===== config.mk =====
export PLATFORM = sky130hd
export DESIGN_NAME = tdm_demux8
export DESIGN_NICKNAME = d
export VERILOG_FILES = /design/src/rtl/tdm_demux8.sv
export SDC_FILE = /design/constraint.sdc
export NUM_CORES = 1
export LEC_CHECK = 0
export BUFFER_PORTS_ARGS = -buffer_cell sky130_fd_sc_hd__buf_2
export CORE_ASPECT_RATIO = 1.4
export CORE_MARGIN = 1
export CORE_UTILIZATION = 40
export CTS_CLUSTER_DIAMETER = 60
export DETAILED_ROUTE_END_ITERATION = 6
export PLACE_DENSITY = 0.65
export SYNTH_ARGS = -nofsm -noshare
export SYNTH_HDL_FRONTEND = slang
export SYNTH_SLANG_ARGS = --single-unit
export TNS_END_PERCENT = 20

===== constraint.sdc =====
create_clock -name clk -period 3.7 [get_ports clk]
set_input_delay 0.37 -clock clk [delete_from_list [all_inputs] [get_ports clk]]
set_output_delay 0.37 -clock clk [all_outputs]
set_load 0.02 [all_outputs]

===== src/rtl/tdm_demux8.sv =====
// -----------------------------------------------------------------------------
// tdm_demux8 - time-division demultiplexing receiver for the 8-to-1 serial
// mux path. One serial bit is sampled per enabled clock and assigned to the
// slot given by an internal slot counter that a frame-sync strobe aligns.
// The reassembled word is presented on Q with a one-cycle VALID pulse.
//
// Optional feature macro: TDM_DEMUX8_PARITY_EN
//   defined   : 9-slot frame, slot 8 carries even parity over slots 0..7,
//               SLOT is 4 bits, PERR pulses on a parity mismatch.
//   undefined : 8-slot frame, SLOT is 3 bits, PERR is constant 0.
//
// Parameters
//   LSB_FIRST  1: slot k -> Q[k]; 0: slot k -> Q[7-k]
// Ports
//   clk    in   system clock, rising edge
//   RSTb   in   synchronous active-low reset
//   ENb    in   active-low sample enable; high stalls and holds all state
//   SYNC   in   frame start, marks the current Y bit as slot 0
//   Y      in   serial data bit
//   Q      out  last complete word
//   VALID  out  one-cycle pulse when Q loads a new word
//   SLOT   out  index of the next slot to be sampled
//   ERR    out  one-cycle pulse on a frame-alignment error
//   PERR   out  one-cycle parity-error pulse (0 without parity)
//   FCNT   out  good-frame count, wrapping
// -----------------------------------------------------------------------------
module tdm_demux8 #(
   parameter bit LSB_FIRST = 1'b1
) (
   input  logic       clk,
   input  logic       RSTb,
   input  logic       ENb,
   input  logic       SYNC,
   input  logic       Y,
   output logic [7:0] Q,
   output logic       VALID,
`ifdef TDM_DEMUX8_PARITY_EN
   output logic [3:0] SLOT,
`else
   output logic [2:0] SLOT,
`endif
   output logic       ERR,
   output logic       PERR,
   output logic [7:0] FCNT
);

`ifdef TDM_DEMUX8_PARITY_EN
   localparam int SW  = 4;
   localparam int NSH = 8;   // shadow holds slots 0..7, parity arrives in slot 8
   localparam logic [SW-1:0]  SLOT_ZERO = 4'd0;
   localparam logic [SW-1:0]  SLOT_ONE  = 4'd1;
   localparam logic [SW-1:0]  LAST_SLOT = 4'd8;
   localparam logic [NSH-1:0] SH_ZERO   = 8'h00;
`else
   localparam int SW  = 3;
   localparam int NSH = 7;   // shadow holds slots 0..6, slot 7 comes straight from Y
   localparam logic [SW-1:0]  SLOT_ZERO = 3'd0;
   localparam logic [SW-1:0]  SLOT_ONE  = 3'd1;
   localparam logic [SW-1:0]  LAST_SLOT = 3'd7;
   localparam logic [NSH-1:0] SH_ZERO   = 7'h00;
`endif

   typedef enum logic {HUNT = 1'b0, RUN = 1'b1} state_t;

   state_t         state_r, state_n;
   logic [SW-1:0]  slot_r, slot_n;
   logic [NSH-1:0] shadow_r, shadow_n;
   logic [7:0]     q_r, q_n;
   logic [7:0]     fcnt_r, fcnt_n;
   logic           valid_r, valid_n;
   logic           err_r, err_n;
   logic [7:0]     word_s;
`ifdef TDM_DEMUX8_PARITY_EN
   logic           perr_r, perr_n;
`endif

   function automatic logic [7:0] bit_rev(input logic [7:0] d);
      logic [7:0] r;
      for (int i = 0; i < 8; i++) begin
         r[i] = d[7-i];
      end
      return r;
   endfunction

   // Even parity: the parity bit equals the XOR of the data bits.
   function automatic logic even_par(input logic [7:0] d);
      return ^d;
   endfunction

   // Next-state, slot sequencing, shadow capture and word assembly.
   always_comb begin
      state_n  = state_r;
      slot_n   = slot_r;
      shadow_n = shadow_r;
      q_n      = q_r;
      fcnt_n   = fcnt_r;
      valid_n  = 1'b0;
      err_n    = 1'b0;
      word_s   = 8'h00;
`ifdef TDM_DEMUX8_PARITY_EN
      perr_n   = 1'b0;
`endif
      if (!ENb) begin
         case (state_r)
            HUNT: begin
               if (SYNC) begin
                  shadow_n[0] = Y;
                  slot_n      = SLOT_ONE;
                  state_n     = RUN;
               end else begin
                  state_n = HUNT;
               end
            end
            RUN: begin
               if (SYNC) begin
                  // Re-sync inside a frame: drop the partial word and restart.
                  err_n       = 1'b1;
                  shadow_n[0] = Y;
                  slot_n      = SLOT_ONE;
                  state_n     = RUN;
               end else if (slot_r == LAST_SLOT) begin
`ifdef TDM_DEMUX8_PARITY_EN
                  word_s = shadow_r;
                  if (Y == even_par(word_s)) begin
                     q_n     = LSB_FIRST ? word_s : bit_rev(word_s);
                     valid_n = 1'b1;
                     fcnt_n  = fcnt_r + 8'd1;
                  end else begin
                     perr_n = 1'b1;
                  end
`else
                  word_s  = {Y, shadow_r};
                  q_n     = LSB_FIRST ? word_s : bit_rev(word_s);
                  valid_n = 1'b1;
                  fcnt_n  = fcnt_r + 8'd1;
`endif
                  slot_n  = SLOT_ZERO;
                  state_n = HUNT;
               end else begin
                  for (int i = 0; i < NSH; i++) begin
                     shadow_n[i] = (slot_r == i[SW-1:0]) ? Y : shadow_r[i];
                  end
                  slot_n = slot_r + SLOT_ONE;
               end
            end
            default: begin
               state_n = HUNT;
               slot_n  = SLOT_ZERO;
            end
         endcase
      end else begin
         state_n = state_r;
      end
   end

   // State and output registers with synchronous active-low reset.
   always_ff @(posedge clk) begin
      if (!RSTb) begin
         state_r  <= HUNT;
         slot_r   <= SLOT_ZERO;
         shadow_r <= SH_ZERO;
         q_r      <= 8'h00;
         fcnt_r   <= 8'h00;
         valid_r  <= 1'b0;
         err_r    <= 1'b0;
`ifdef TDM_DEMUX8_PARITY_EN
         perr_r   <= 1'b0;
`endif
      end else begin
         state_r  <= state_n;
         slot_r   <= slot_n;
         shadow_r <= shadow_n;
         q_r      <= q_n;
         fcnt_r   <= fcnt_n;
         valid_r  <= valid_n;
         err_r    <= err_n;
`ifdef TDM_DEMUX8_PARITY_EN
         perr_r   <= perr_n;
`endif
      end
   end

   assign Q     = q_r;
   assign VALID = valid_r;
   assign SLOT  = slot_r;
   assign ERR   = err_r;
   assign FCNT  = fcnt_r;
`ifdef TDM_DEMUX8_PARITY_EN
   assign PERR  = perr_r;
`else
   assign PERR  = 1'b0;
`endif

endmodule


==> flow_summary_export.csv <==
group,metric,value,unit
outcome,status,"completed",
logic_synthesis,ys_types,32,
place,gp_congestion,0.822,
logic_synthesis,syn-instance-count,154,
timing,finalHoldViolCount,0,
grt,grt_pass1_wl,4.40,mm
job,maxCapViolCount,0,
routing,drt-pass1-iter-count,4,
timing,layout_worst_path_cycle_share,54.9,%
logic_synthesis,yosys_warnings,0,
place,io_buffer_count,25,
routing,wire_per_inst,11.8,µm
worst_setup_path,critPathLaunchType,"flip-flop",
timing,fmax,0.492,GHz
clock_tree,cts_hold_buf,0,
clock_tree,cts_resized,0,
worst_setup_path,critPathCaptureType,"flip-flop",
place,place.detailed.hpwl,1.88,mm
routing,drc,0,
grt,grt_pass1_vias,1027,
grt,antenna_found_initial,0,
clock_tree,clkSinkCount,29,
worst_setup_path,timing_worst_setup_path_type,"reg2reg",
finish,num-fill-cells,329,
clock_tree,cts_buffers,5,
grt,grtUsageMet2,25.7,%
power_and_ir_drop,p_leak,0.663,nW
finish,finalNonFillerCells,216,
floorplan,die_area,0.00360,mm²
finish,diodes,0,
finish,regArea,581,µm²
grt,track_usage,16.4,%
floorplan,start_util,42.6,%
timing,tightestPinTransition,0.595,ns
logic_synthesis,async_reset_ff_share,0,%
logic_synthesis,synth-main-ff-cell,"dfxtp_1",
place,dp.cells,209,
worst_hold_path,hp-class,"in2reg",
clock_tree,cts_tree,"yes",
logic_synthesis,syn_area_per_cell,8.73,µm²
logic_synthesis,synth_fp_nets,167,
finish,drive_gt1_share,19.2,%
worst_setup_path,crit_required,3.90,ns
grt,grt_max_degree,21,
floorplan,die_w,51.0,µm
clock_tree,cts_setup_buffers,0,
finish,multiInputGateArea,679,µm²
timing,rsz0062_at_grt,"false",
grt,overflow,0,
routing,finalWirelength,2.55,mm
timing,relSlewSlack,60.3,%
routing,ant_nets,0,
finish,areaGrowthSynthToFinish,15.6,%
timing,timing.final.crit_period,2.03,ns
clock_tree,cts_buffer_depth,2,
floorplan,boundaryPins,27,
logic_synthesis,synth_edf_count,0,
worst_setup_path,crit_fanout,20,
clock_tree,cts.root.buffer_cell,"clkbuf_8",
finish,post-route-util,49.3,%
routing,drtIter0Drc,18,
timing,finalMaxSlewViolations,0,
logic_synthesis,netlist_area,0.00134,mm²
timing,setup_tns,0,ns
timing,skew,0.00283,ns
grt,grt-busiest-layer,"met2",
routing,via_count,1117,
grt,globalRouteMet3Util,5.59,%
floorplan,coreArea,0.00315,mm²
grt,use_met1,18.7,%
logic_synthesis,synth_seq_cells,29,
routing,avgViaCountPerCell,5.17,
finish,final_nets,190,
logic_synthesis,seq_area_frac_synth,43.2,%
clock_tree,cts_max_level,2,
floorplan,fp.dieH,70.6,µm
floorplan,rows,24,
worst_setup_path,critPathArrivalTime,2.23,ns
power_and_ir_drop,power_density,388,mW/mm²
power_and_ir_drop,peakVddDrop,0.000276,V
clock_tree,clkLatencyLatePin,0.27,ns
power_and_ir_drop,p_total,603,µW
timing,setup_viol,0,
clock_tree,clk_pin_slew,0.06,ns
## cell usage in the layout, fill, tap and decap left out, types with 2 or more instances in the layout
| cell | instances |
|---|---|
| inv_1 | 7 |
| ha_1 | 8 |
| nand4_1 | 4 |
| a21oi_1 | 17 |
| or4_1 | 2 |
| nand2b_1 | 2 |
| o21ai_0 | 6 |
| buf_2 | 25 |
| mux2i_1 | 7 |
| nor4bb_1 | 2 |
| nand3_1 | 5 |
| o21bai_1 | 3 |
| o31ai_1 | 2 |
| nand2_1 | 30 |
| or3_1 | 3 |
| dfxtp_1 | 29 |
| nor3_1 | 2 |
| clkbuf_8 | 6 |
| nor3b_1 | 2 |
| nor2_1 | 3 |
## state kept, by name (all words and copies together) (netlist names)
signal    count
Q             8
shadow_r      7
ERR           1
SLOT          3
FCNT          8
state_r       1
VALID         1
## critical path, stage by stage (launching register included)
cell and delay, ns:
dfxtp_1 0.42, ha_1 0.23, ha_1 0.30, nand4bb_4 0.29, or4_1 0.57, a21oi_1 0.15
## cell type report
type | instances | share of cell area [%]
clock buffer | 7 | 5.56
inverter | 7 | 1.69
multi-input combinational | 108 | 43.7
sequential | 29 | 37.4
tap | 39 | 3.14
timing repair buffer | 26 | 8.53
## synthesized netlist by cell type, types with 3 or more instances
| cell | n | area [µm²] |
|---|---|---|
| o21bai_1 | 3 | 22.5 |
| clkbuf_1 | 6 | 22.5 |
| ha_1 | 8 | 100 |
| or3_1 | 3 | 18.8 |
| inv_1 | 7 | 26.3 |
| o21ai_0 | 6 | 30.0 |
| nor2_1 | 3 | 11.3 |
| nand3_1 | 5 | 25.0 |
| nand4_1 | 4 | 25.0 |
| a21oi_1 | 17 | 85.1 |
| mux2i_1 | 7 | 70.1 |
| dfxtp_1 | 29 | 581 |
| nand2_1 | 30 | 113 |
## stage by stage
step	setup WS [ns]	cell area (µm²)	hold slack (ns)
6_report	1.67	1550	0.378
5_1_grt	1.53	1550	0.379
4_1_cts	1.66	1550	0.369
3_5_place_dp	1.67	1470	0.443
3_3_place_gp	1.76	1470	0.444
2_1_floorplan	1.76	1340	0.428
## kinds of logic (layout without fill, tap and decap cells)
family | count (synthesis) | in the layout | synth area share [%]
compound gates | 30 | 30 | 12.6
mux | 7 | 7 | 5.21
fa+ha+maj | 8 | 8 | 7.45
buf+inv | 17 | 40 | 6.24
simple gates | 61 | 61 | 24.4
other cells | 1 | 1 | 0.279
flops | 29 | 29 | 43.2
xor+xnor | 1 | 1 | 0.652
## worst paths after layout
check	from	end	slack [ns]	depth (start not counted)
max	SLOT[0]$_SDFFE_PN0P_	FCNT[5]$_SDFFE_PN0P_	1.67	5
min	Y	Q[7]$_SDFFE_PN0P_	0.38	3
max reg2reg	SLOT[0]$_SDFFE_PN0P_	FCNT[5]$_SDFFE_PN0P_	1.67	5
min reg2reg	Q[1]$_SDFFE_PN0P_	Q[1]$_SDFFE_PN0P_	0.45	2
## layer usage
layer  vias to the layer above  share of wire (%)
met2                        25                 49
li1                        571                  -
met3                         6                4.3
met5                         -                  0
met1                       515                 45
met4                         0                2.5
## power by group
part	total, mW	leakage [nW]	internal, mW	switching [mW]
clock	0.254	0.0443	0.147	0.107
combinational	0.0296	0.385	0.0109	0.0188
sequential	0.320	0.234	0.315	0.00450
(Power assumes the default switching activity.)
